## src/rtl/fft_stage_sequencer_pkg.sv

```systemverilog
// Shared definitions for the FFT stage sequencer: state encoding and default sizing.
package fft_stage_sequencer_pkg;

  localparam int N_DEF  = 16;
  localparam int STAGES = $clog2(N_DEF);

  typedef enum logic [2:0] {
    IDLE,
    LOAD_IN,
    FILL_C,
    WRITE_REGS,
    CALC,
    CAPTURE,
    STREAM_OUT
  } seq_state_t;

endpackage

```

## src/rtl/fft_seq_buffer.sv

```systemverilog
// N-word sample buffer: single-word write, full-width parallel capture, async read.
module fft_seq_buffer #(
  parameter int N   = 16,
  parameter int MSB = 16
) (
  input  logic                 clk,
  input  logic                 wr_en_i,
  input  logic [$clog2(N)-1:0] wr_addr_i,
  input  logic [MSB-1:0]       wr_data_i,
  input  logic                 cap_en_i,
  input  logic [N*MSB-1:0]     cap_data_i,
  input  logic [$clog2(N)-1:0] rd_addr_i,
  output logic [MSB-1:0]       rd_data_o
);

  logic [MSB-1:0] mem_q [N];

  // Capture of a whole stage result takes priority over a single-word write.
  always_ff @(posedge clk) begin
    if (cap_en_i) begin
      for (int i = 0; i < N; i++) begin
        mem_q[i] <= cap_data_i[i*MSB +: MSB];
      end
    end else if (wr_en_i) begin
      mem_q[wr_addr_i] <= wr_data_i;
    end
  end

  assign rd_data_o = mem_q[rd_addr_i];

endmodule

```

## src/rtl/fft_stage_sequencer.sv

```systemverilog
// Sequences one FFT transform: load N samples, run log2(N) datapath stages, stream results.
module fft_stage_sequencer
  import fft_stage_sequencer_pkg::*;
#(
  parameter int N           = N_DEF,
  parameter int MSB         = 16,
  parameter int FILL_CYCLES = N/2 + 2
) (
  input  logic                   clk,
  input  logic                   rst,
  input  logic                   start,
  input  logic                   in_valid,
  output logic                   in_ready,
  input  logic [MSB-1:0]         in_data,
  output logic                   out_valid,
  input  logic                   out_ready,
  output logic [MSB-1:0]         out_data,
  output logic                   fill_regs,
  output logic                   start_calc,
  output logic [MSB-1:0]         data_in,
  output logic [$clog2(N)-1:0]   addr_counter,
  output logic [$clog2(N/4)-1:0] stage,
  input  logic [N*MSB-1:0]       fft_data_out,
  input  logic                   calc_finish,
  output logic                   busy,
  output logic                   done
);

  localparam int AW   = $clog2(N);
  localparam int NSTG = $clog2(N);
  localparam int PW   = $clog2(N/4);
  localparam int SW0  = $clog2(NSTG);
  localparam int SW   = (PW > SW0) ? PW : SW0;
  localparam int FCW  = $clog2(FILL_CYCLES + 1);

  seq_state_t     state_q;
  logic [AW-1:0]  k_q;
  logic [SW-1:0]  stage_q;
  logic [FCW-1:0] fill_cnt_q;
  logic           in_ready_q;
  logic           out_valid_q;
  logic           fill_regs_q;
  logic           start_calc_q;
  logic           done_q;

  logic           wr_en;
  logic           cap_en;
  logic [MSB-1:0] rd_data;

  assign wr_en  = (state_q == LOAD_IN) && in_valid && in_ready_q;
  // A finish coincident with the start pulse belongs to no calculation of ours.
  assign cap_en = (state_q == CALC) && calc_finish && !start_calc_q;

  fft_seq_buffer #(
    .N   (N),
    .MSB (MSB)
  ) u_buf (
    .clk        (clk),
    .wr_en_i    (wr_en),
    .wr_addr_i  (k_q),
    .wr_data_i  (in_data),
    .cap_en_i   (cap_en),
    .cap_data_i (fft_data_out),
    .rd_addr_i  (k_q),
    .rd_data_o  (rd_data)
  );

  always_ff @(posedge clk) begin
    if (rst) begin
      state_q      <= IDLE;
      k_q          <= '0;
      stage_q      <= '0;
      fill_cnt_q   <= '0;
      in_ready_q   <= 1'b0;
      out_valid_q  <= 1'b0;
      fill_regs_q  <= 1'b0;
      start_calc_q <= 1'b0;
      done_q       <= 1'b0;
    end else begin
      fill_regs_q  <= 1'b0;
      start_calc_q <= 1'b0;
      done_q       <= 1'b0;
      case (state_q)
        IDLE: begin
          if (start) begin
            state_q    <= LOAD_IN;
            k_q        <= '0;
            stage_q    <= '0;
            in_ready_q <= 1'b1;
          end
        end
        LOAD_IN: begin
          if (wr_en) begin
            if (k_q == AW'(N-1)) begin
              k_q         <= '0;
              state_q     <= FILL_C;
              in_ready_q  <= 1'b0;
              fill_regs_q <= 1'b1;
              fill_cnt_q  <= '0;
            end else begin
              k_q <= k_q + 1'b1;
            end
          end
        end
        FILL_C: begin
          if (fill_cnt_q == FCW'(FILL_CYCLES-1)) begin
            fill_cnt_q <= '0;
            k_q        <= '0;
            state_q    <= WRITE_REGS;
          end else begin
            fill_cnt_q <= fill_cnt_q + 1'b1;
          end
        end
        WRITE_REGS: begin
          if (k_q == AW'(N-1)) begin
            k_q          <= '0;
            state_q      <= CALC;
            start_calc_q <= 1'b1;
          end else begin
            k_q <= k_q + 1'b1;
          end
        end
        CALC: begin
          if (cap_en) state_q <= CAPTURE;
        end
        CAPTURE: begin
          if (stage_q == SW'(NSTG-1)) begin
            k_q         <= '0;
            state_q     <= STREAM_OUT;
            out_valid_q <= 1'b1;
          end else begin
            stage_q     <= stage_q + 1'b1;
            state_q     <= FILL_C;
            fill_regs_q <= 1'b1;
            fill_cnt_q  <= '0;
          end
        end
        STREAM_OUT: begin
          if (out_ready) begin
            if (k_q == AW'(N-1)) begin
              k_q         <= '0;
              state_q     <= IDLE;
              out_valid_q <= 1'b0;
              done_q      <= 1'b1;
            end else begin
              k_q <= k_q + 1'b1;
            end
          end
        end
        default: state_q <= IDLE;
      endcase
    end
  end

  assign in_ready     = in_ready_q;
  assign out_valid    = out_valid_q;
  assign fill_regs    = fill_regs_q;
  assign start_calc   = start_calc_q;
  assign done         = done_q;
  assign busy         = (state_q != IDLE);
  assign stage        = stage_q[PW-1:0];
  assign out_data     = (state_q == STREAM_OUT) ? rd_data : '0;
  assign data_in      = (state_q == WRITE_REGS) ? rd_data : '0;
  assign addr_counter = (state_q == WRITE_REGS) ? k_q : '0;

endmodule
```

## config.mk

```make
export PLATFORM = sky130hd
export DESIGN_NAME = fft_stage_sequencer
export DESIGN_NICKNAME = d
export VERILOG_FILES = /design/src/rtl/fft_stage_sequencer_pkg.sv /design/src/rtl/fft_seq_buffer.sv /design/src/rtl/fft_stage_sequencer.sv
export SDC_FILE = /design/constraint.sdc
export NUM_CORES = 1
export LEC_CHECK = 0
export CORE_AREA = 10 10 184 186
export DETAILED_ROUTE_END_ITERATION = 10
export DIE_AREA = 0 0 194 196
export PLACE_DENSITY_LB_ADDON = 0.05
export SLEW_MARGIN = 25
export SYNTH_ARGS = -nofsm -noshare
export SYNTH_HDL_FRONTEND = slang
export SYNTH_SLANG_ARGS = --single-unit
```

## constraint.sdc

```tcl
create_clock -name clk -period 6.3 [get_ports clk]
set_input_delay 0.945 -clock clk [delete_from_list [all_inputs] [get_ports clk]]
set_output_delay 0.945 -clock clk [all_outputs]
set_load 0.01 [all_outputs]
```

; ---- Word level (Yosys, flattened, before mapping)
; Memories as Yosys holds them, arrays and structs flattened. A register that Yosys moved wholly into a read port is not among the register bits.
; Cells that the tools add are included.
[word_totals]
register_bits = 18
ram_bits = 256
in_bits = 278
output_inout_bits = 44
word_cells = 105
n_memories = 1
[op_classes]
addsub = 3
n_eq_ne = 19
muxes = 49
n_bitwise = 3
reduce_logical = 21
[mem_list]
columns = memory, words, width, rd, rd_ports_with_merged_regs, write_ports, line_no
row1 = u_buf.mem_q, 16, 16, 1, 1, 16, fft_seq_buffer.sv:16  ; logic [MSB-1:0] mem_q [N];
[op_table]
columns = op, n
row1 = $mux W4, 14
row2 = $mux W16, 3
row3 = $mux W3, 9
row4 = $pmux W4 S6, 1
row5 = $pmux W3 S7, 1
row6 = $ne A2 B2 Y1 const B, 8
row7 = $reduce_or A16 Y1, 1
row8 = $mux W1, 14
row9 = $pmux W4 S3, 1
row10 = $reduce_and A4 Y1, 3
row11 = $eq A3 B3 Y1 const B, 3
row12 = $add A4 B1 Y4 const B, 2
row13 = $eq A4 B4 Y1 const B, 2
row14 = $reduce_and A8 Y1, 1
row15 = $eq A3 B2 Y1 const B, 2
row16 = $pmux W1 S2, 3
row17 = $reduce_and A6 Y1, 1
row18 = $reduce_bool A2 Y1, 3
row19 = $reduce_bool A3 Y1, 2
row20 = $reduce_bool A6 Y1, 1
row21 = $logic_and A1 B1 Y1, 4
row22 = $mux W2, 2
row23 = $ne A2 B1 Y1 const B, 2
row24 = $pmux W2 S2, 1
row25 = other kinds (9), 11

; ---- Logic depth before layout (Yosys ltp)
; Gate-level depths: netlist of run 1.
[depth]
word_depth = 8
depth_mapped = 8

; ---- Hierarchy
; Synthesis of run 1 repeated with hierarchy kept, for this count alone.
[hier_totals]
cells_unflattened = 889
hier_area_um2 = 14209.9
[modules_own_cells]
columns = mod, instances, cells_each, area_per_inst_um2, seq_area_each_um2
row1 = fft_seq_buffer, 1, 727, 12983.7, 7687.4
row2 = fft_stage_sequencer, 1, 162, 1226.2, 360.3

; ---- Worst setup path before layout of run 1
; OpenSTA, ideal clock, no wires.
[synth_path]
path_kind = reg-to-output
start = reg with a tool-made name
end = out out_data[12]
arrival_time_ns = 1.637
required_ns = 5.355
path_slack_ns = 3.718
path_stages_with_launch = 6
path_cell_list = dfxtp_1 -> buf_2 -> buf_2 -> mux4_2 -> mux2i_1 -> o22ai_1
[synth_rtl]
columns = element, line_no
row1 = "end, declared", fft_stage_sequencer.sv:17  ; output logic [MSB-1:0] out_data,

; ---- Final worst setup path of run 1
[layout_path]
start = reg state_q[0]
end = out data_in[15]
[layout_via]
elab_chain_len = 2
[layout_lines]
columns = element, line_no
row1 = "start, declared", fft_stage_sequencer.sv:36  ; seq_state_t state_q;
row2 = "start signal, assigned", fft_stage_sequencer.sv:70  ; state_q <= IDLE;
row3 = "start signal, assigned", fft_stage_sequencer.sv:86  ; state_q <= LOAD_IN;
row4 = "start signal, assigned", fft_stage_sequencer.sv:96  ; state_q <= FILL_C;
row5 = $eq A3 B2 Y1, fft_stage_sequencer.sv:163  ; assign data_in = (state_q == WRITE_REGS) ? rd_data : '0;
row6 = $mux W16, fft_stage_sequencer.sv:163
row7 = "end, declared", fft_stage_sequencer.sv:20  ; output logic [MSB-1:0] data_in,
; Every way passes these cells.

==> metrics.yaml, run 1 <==
status: "completed"
ys_seq_area_frac: 0.547
worst_slack_ns: 1.82
cp-start-kind: "flop"
final_util: 0.632
clockRootBuffer: "clkbuf_16"
timing.fmax_ghz: 0.223
ys_warn_count: 0
grt_max_degree: 65
dpl_cell_area_um2: 18200
coreArea_um2: 30300
cts_resized: 0
worstMarginPinSlew_ns: 1.00
grt_pass1_wl_mm: 66.1
min_to: "out_valid$_SDFFE_PP0P_"
cts_hold_buf: 0
setup_viol: 0
cts_setup_buffers: 0
min_path_type: "flop to flop"
port_buffers: 321
synth_edf_count: 256
hold_depth: 2
die-area_um2: 38000
maxSlewHeadroom: 0.334
pre_cts_slack_ns: 2.58
period_share: 0.710
syn_inst: 890
r2r_start: "k_q[0]$_SDFFE_PP0P_"
dr.pass1.iters: 5
cts.path.max_buffers: 3
wl_per_cell_um: 28.1
end_kind: "output pin"
cts_buffers: 30
drtIter0Drc: 742
h-tree-depth: 1
hp-start: "out_valid$_SDFFE_PP0P_"
syn_avg_cell_area_um2: 16.7
clkTransAtPathRegs_ns: 0.06
drtAntennaViolNets: 0
track_usage: 0.226
cts_sinks: 278
p_leak_nw: 6.64
synth_fp_nets: 1175
report.final.slew_viol_count: 0
cp_max_fo: 18
nNetsFinal: 1456
crit_arrival_ns: 3.53
r2r_cells: 4
grt_pass1_vias: 9973
syn2layout_area_growth_pct: 28.8
gp_congestion: 0.858
synth_cell_types: 54
drt-total-wl_mm: 44.9
ys_ff_latch: 278
fp.dieW_um: 194
synth_top_flop_cell: "edfxtp_1"
finalClockSkew_ns: 0.00783
antenna_found_initial: 5
initial_utilization: 0.491
die_y_um: 196
rsz0062_at_grt: "false"
r2r_end: "u_buf.mem_q[15][11]$_DFFE_PP_"
tns_ns: 0
fin_crit_ns: 4.48
via_count: 9427
grt_overflow: 0
rows: 64
worstSetupPathType: "flop to output pin"
hold_viol: 0
power_density_nw_per_um2: 238
clock_latency_ns: 0.55
layout-drive-gt1-share: 0.326
fill_cells: 2328
syn_area_um2: 14900
regToRegSetupSlack_ns: 2.97
synthArstFlopShare: 0
ios: 322
drc: 0
cts_tree: "yes"
required_ns: 5.35
peakVddDrop_v: 0.000195
fin_area_um2: 19100
drt-vias-per-instance: 5.91
hpwl_mm: 33.6
drv_cap: 0
worst max-delay path by stage:
stage                    to  slack, ns               startpoint
2_1_floorplan  out_data[12]       3.72                     flop
3_3_place_gp    data_in[14]       2.20                     flop
3_5_place_dp    data_in[14]       2.58                     flop
4_1_cts         out_data[6]       1.98                     flop
5_1_grt         data_in[15]       1.82  state_q[0]$_SDFFE_PP0P_
6_report        data_in[15]       1.82  state_q[0]$_SDFFE_PP0P_
registers in the layout, summed over array words and instances (netlist names), named ones only:
register     count
start_calc       1
k_q              4
u_buf.mem_q    256
fill_cnt_q       4
stage            2
fill_regs        1
in_ready         1
out_valid        1
done             1
state_q          3
synth_stat cells (3+ instances only):
library cell | count | share of area
nor3_1 | 5 | 0.0017
o22ai_1 | 33 | 0.014
nand2b_1 | 3 | 0.0013
a32o_1 | 4 | 0.0027
mux2i_1 | 33 | 0.022
inv_1 | 10 | 0.0025
nor2b_1 | 4 | 0.0017
o21ai_0 | 3 | 0.0010
mux2_2 | 166 | 0.13
nand4_4 | 3 | 0.0043
nand3_1 | 6 | 0.0020
clkbuf_1 | 39 | 0.0099
nor2_1 | 10 | 0.0025
nor4_1 | 3 | 0.0013
o31ai_1 | 4 | 0.0020
a21oi_1 | 9 | 0.0030
nand2_1 | 27 | 0.0068
dfxtp_1 | 22 | 0.030
buf_2 | 17 | 0.0057
nand3_4 | 10 | 0.012
o211ai_1 | 4 | 0.0020
mux4_2 | 64 | 0.097
buf_6 | 11 | 0.0083
mux2_4 | 90 | 0.091
ha_1 | 7 | 0.0059
and3_1 | 4 | 0.0017
buf_1 | 4 | 0.0010
edfxtp_1 | 256 | 0.52
nand4_1 | 3 | 0.0013
cell type report:
class | count | area [um2] | area share
timing repair buffer | 324 | 3250 | 0.170
antenna | 5 | 12.5 | 0.000654
sequential | 278 | 8140 | 0.425
clock buffer | 35 | 791 | 0.0413
multi-input combinational | 527 | 6260 | 0.327
inverter | 10 | 37.5 | 0.00196
clock inverter | 21 | 144 | 0.00752
tap | 396 | 495 | 0.0259
placed cells by master, fill, tap and decap left out, types with 3 or more instances in the layout:
master           count
nand3_1              6
dfxtp_1             19
nand4_1              3
ha_1                 7
o21ai_0              3
nand3_4             10
o22ai_1             33
edfxtp_1           256
nor2b_1              4
clkinv_2            10
nor4_1               3
mux2_4              90
diode_2              5
inv_1               10
a32o_1               4
nor3_1               5
o211ai_1             4
mux2i_1             33
mux2_2             166
clkbuf_16           31
nor2_1              10
nand2b_1             3
o31ai_1              4
nand4_4              3
dfxtp_4              3
a21oi_1              9
and3_1               4
mux4_2              64
clkdlybuf4s50_1    321
clkbuf_1             4
nand2_1             27
clkinv_1             9
metal layers:
layer	up-vias	global-route usage	routed length, um	part of all wire
met5	-	0	0	0
met4	0	0.0690	1290	0.029
met3	73	0.0539	3430	0.076
met2	436	0.350	20600	0.46
met1	4741	0.308	19600	0.44
li1	4177	-	-	-
kinds of logic (layout without fill, tap and decap cells):
| family | Yosys count | after routing | share of synthesized area |
|---|---|---|---|
| simple gates | 94 | 94 | 0.0456 |
| compound gates | 73 | 73 | 0.0340 |
| buf+inv | 85 | 390 | 0.0312 |
| fa+ha+maj | 7 | 7 | 0.00590 |
| other cells | 0 | 5 | 0 |
| mux | 353 | 353 | 0.336 |
| flops | 278 | 278 | 0.547 |
where the power goes:
part	internal, mW	switching (mW)	leakage (nW)
logic	0.433	0.326	3.69
clock network	0.971	0.730	0.468
registers	2.03	0.0625	2.48
total	3.44	1.12	6.64
worst max-delay path: stages, from the launching register on:
cell,delay (ns)
dfxtp_1,0.67
nand2b_1,0.38
nor2_1,0.29
nand2_1,0.49
o22ai_1,0.50
clkdlybuf4s50_1,0.64
stage by stage:
| stage | power [mW] | instances | hold slack (ns) |
|---|---|---|---|
| 6_report | 4.56 | 1596 | 0.486 |
| 3_3_place_gp | 2.87 | 1534 | 0.471 |
| 5_1_grt | 4.69 | 1594 | 0.514 |
| 2_1_floorplan | 2.56 | 890 | 0.443 |
| 4_1_cts | 4.58 | 1591 | 0.483 |
| 3_5_place_dp | 2.89 | 1535 | 0.472 |
(Power assumes the default switching activity.)
==> run 2: changes to the inputs <==
Clock period 6.3 ns to 4.5 ns, I/O delays scaled along.
==> run 2 against run 1 <==
Against the previous run:
- combinational power increased by 45%
- global-route usage increased by 0.56 points
- clock-buffer cell count decreased by 1
- via count increased by 0.20%
- final area increased by 0.32%
- clock power increased by 41%
- power increased by 40%
- non-clock buffer count increased by 6
- critical path type unchanged
- sequential cell count unchanged
==> metrics.yaml, run 2 (synthesized netlist as in run 1, its figures left out) <==
whs_ns: 0.494  # was 0.486 ns
r2r_cells: 3  # was 4
end_kind: "output pin"  # unchanged
clockRootBuffer: "clkbuf_16"  # unchanged
coreArea_um2: 30300  # unchanged
crit_arrival_ns: 3.33  # was 3.53 ns
grt_pass1_vias: 9972  # was 9,973
drtAntennaViolNets: 0  # unchanged
h-tree-depth: 1  # unchanged
worstSetupPathType: "flop to output pin"  # unchanged
r2r_end: "u_buf.mem_q[8][10]$_DFFE_PP_"  # was u_buf.mem_q[15][11]$_DFFE_PP_
cp-start-kind: "flop"  # unchanged
cts_buffers: 31  # was 30
nNetsFinal: 1463  # was 1,456
syn2layout_area_growth_pct: 29.2  # was 28.8%
largestRegisters: "u_buf.mem_q x256, fill_cnt_q x4, k_q x4"  # unchanged
hold_viol: 0  # unchanged
layout-drive-gt1-share: 0.332  # was 0.326
ios: 322  # unchanged
fin_cells: 1603  # was 1,596
largest_register_ff_count: 256  # unchanged
wl_per_cell_um: 28.3  # was 28.1 um
status: "completed"  # unchanged
rows: 64  # unchanged
timing.fmax_ghz: 0.250
pre_cts_slack_ns: 1.05  # was 2.58 ns
min_to: "fill_cnt_q[3]$_SDFFE_PP0P_"  # was out_valid$_SDFFE_PP0P_
via_count: 9446  # was 9,427
track_usage: 0.231  # was 0.226
regToRegSetupSlack_ns: 1.49  # was 2.97 ns
cts.path.max_buffers: 3  # unchanged
drt-total-wl_mm: 45.4  # was 44.9 mm
mostFrequentLayoutCells: "clkdlybuf4s50_1, edfxtp_1, mux2_2"  # unchanged
power_density_nw_per_um2: 334  # was 238 nW/um2
finalClockSkew_ns: 0.0123  # was 0.00783 ns
worst_slack_ns: 0.492  # was 1.82 ns
drtIter0Drc: 667  # was 742
fin_area_um2: 19200  # was 19,100 um2
drt-vias-per-instance: 5.89  # was 5.91
rsz0062_at_grt: "false"  # unchanged
dpl_cell_area_um2: 18200  # about the same
report.final.slew_viol_count: 0  # unchanged
place_inst: 1541  # was 1,535
peakVddDrop_v: 0.000283  # was 0.000195 V
grt_overflow: 0  # unchanged
fin_crit_ns: 4.01
dr.pass1.iters: 5  # unchanged
maxSlewHeadroom: 0.311  # was 0.334
hpwl_mm: 33.4  # was 33.6 mm
cp_max_fo: 18  # unchanged
antenna_found_initial: 5  # unchanged
top_register: "u_buf.mem_q"  # unchanged
cts_resized: 0  # unchanged
drv_cap: 0  # unchanged
grt_pass1_wl_mm: 67.5  # was 66.1 mm
initial_utilization: 0.491  # unchanged
grt_max_degree: 62  # was 65
hold_depth: 1  # was 2
setup_viol: 0  # unchanged
gp_congestion: 0.918  # was 0.858
p_leak_nw: 6.68  # was 6.64 nW
worstMarginPinSlew_ns: 1.03  # was 1.00 ns
port_buffers: 321  # unchanged
cts_hold_buf: 0  # unchanged
fp.dieW_um: 194  # unchanged
r2r_start: "k_q[3]$_SDFFE_PP0P_"  # was k_q[0]$_SDFFE_PP0P_
die_y_um: 196  # unchanged
cts_setup_buffers: 0  # unchanged
drc: 0  # unchanged
die-area_um2: 38000  # unchanged
min_path_type: "flop to flop"  # unchanged
layout_commonest_cell: "clkdlybuf4s50_1"  # unchanged
required_ns: 3.83  # was 5.35 ns
period_share: 0.891
tns_ns: 0  # unchanged
clock_latency_ns: 0.56  # was 0.55 ns
cts_sinks: 278  # unchanged
cts_tree: "yes"  # unchanged
hp-start: "fill_cnt_q[3]$_SDFFE_PP0P_"  # was out_valid$_SDFFE_PP0P_
clkTransAtPathRegs_ns: 0.06  # about the same
run 2: worst max path at each step:
| stage | start | end | slack (ns) | cells past startpoint |
|---|---|---|---|---|
| after detailed placement | flop | out_data[7] | 1.05 | 5 |
| after global placement | flop | out_data[7] | 1.05 | 5 |
| final | state_q[0]$_SDFFE_PP0P_ | data_in[15] | 0.49 | 5 |
| after CTS | flop | out_data[7] | 0.45 | 5 |
| after global routing | flop | out_data[7] | 0.28 | 5 |
| after floorplan | flop | out_data[12] | 2.19 | 5 |
run 2: metal layers:
layer,track usage,share of wire,vias up
li1,-,-,4186
met1,0.317,0.43,4795
met2,0.361,0.47,420
met3,0.0604,0.079,45
met4,0.0516,0.016,0
met5,0,0,-
run 2: worst max-delay path: stages (launching register included):
cell	delay [ns]
dfxtp_1	0.63
nand2b_1	0.34
nor2_1	0.23
nand2_1	0.45
o22ai_1	0.50
clkdlybuf4s50_1	0.62
run 2: through the flow:
stage / total power [mW] / util
2_1_floorplan: 3.58 / -
3_3_place_gp: 4.04 / 0.602
3_5_place_dp: 4.05 / 0.602
4_1_cts: 6.43 / 0.634
5_1_grt: 6.62 / 0.634
6_report: 6.40 / 0.634
run 2: area by class of cell:
type                            count  area [um2]
Fill cell                        2245       11100
Sequential cell                   278        8140
Multi-Input combinational cell    527        6260
Timing Repair Buffer              330        3290
Clock buffer                       34         787
Tap cell                          396         495
Clock inverter                     23         166
Inverter                           10        37.5
Antenna cell                        5        12.5
run 2: power breakdown:
group	switching, mW	internal, mW
registers	0.0650	2.85
logic	0.489	0.612
clock network	1.02	1.37
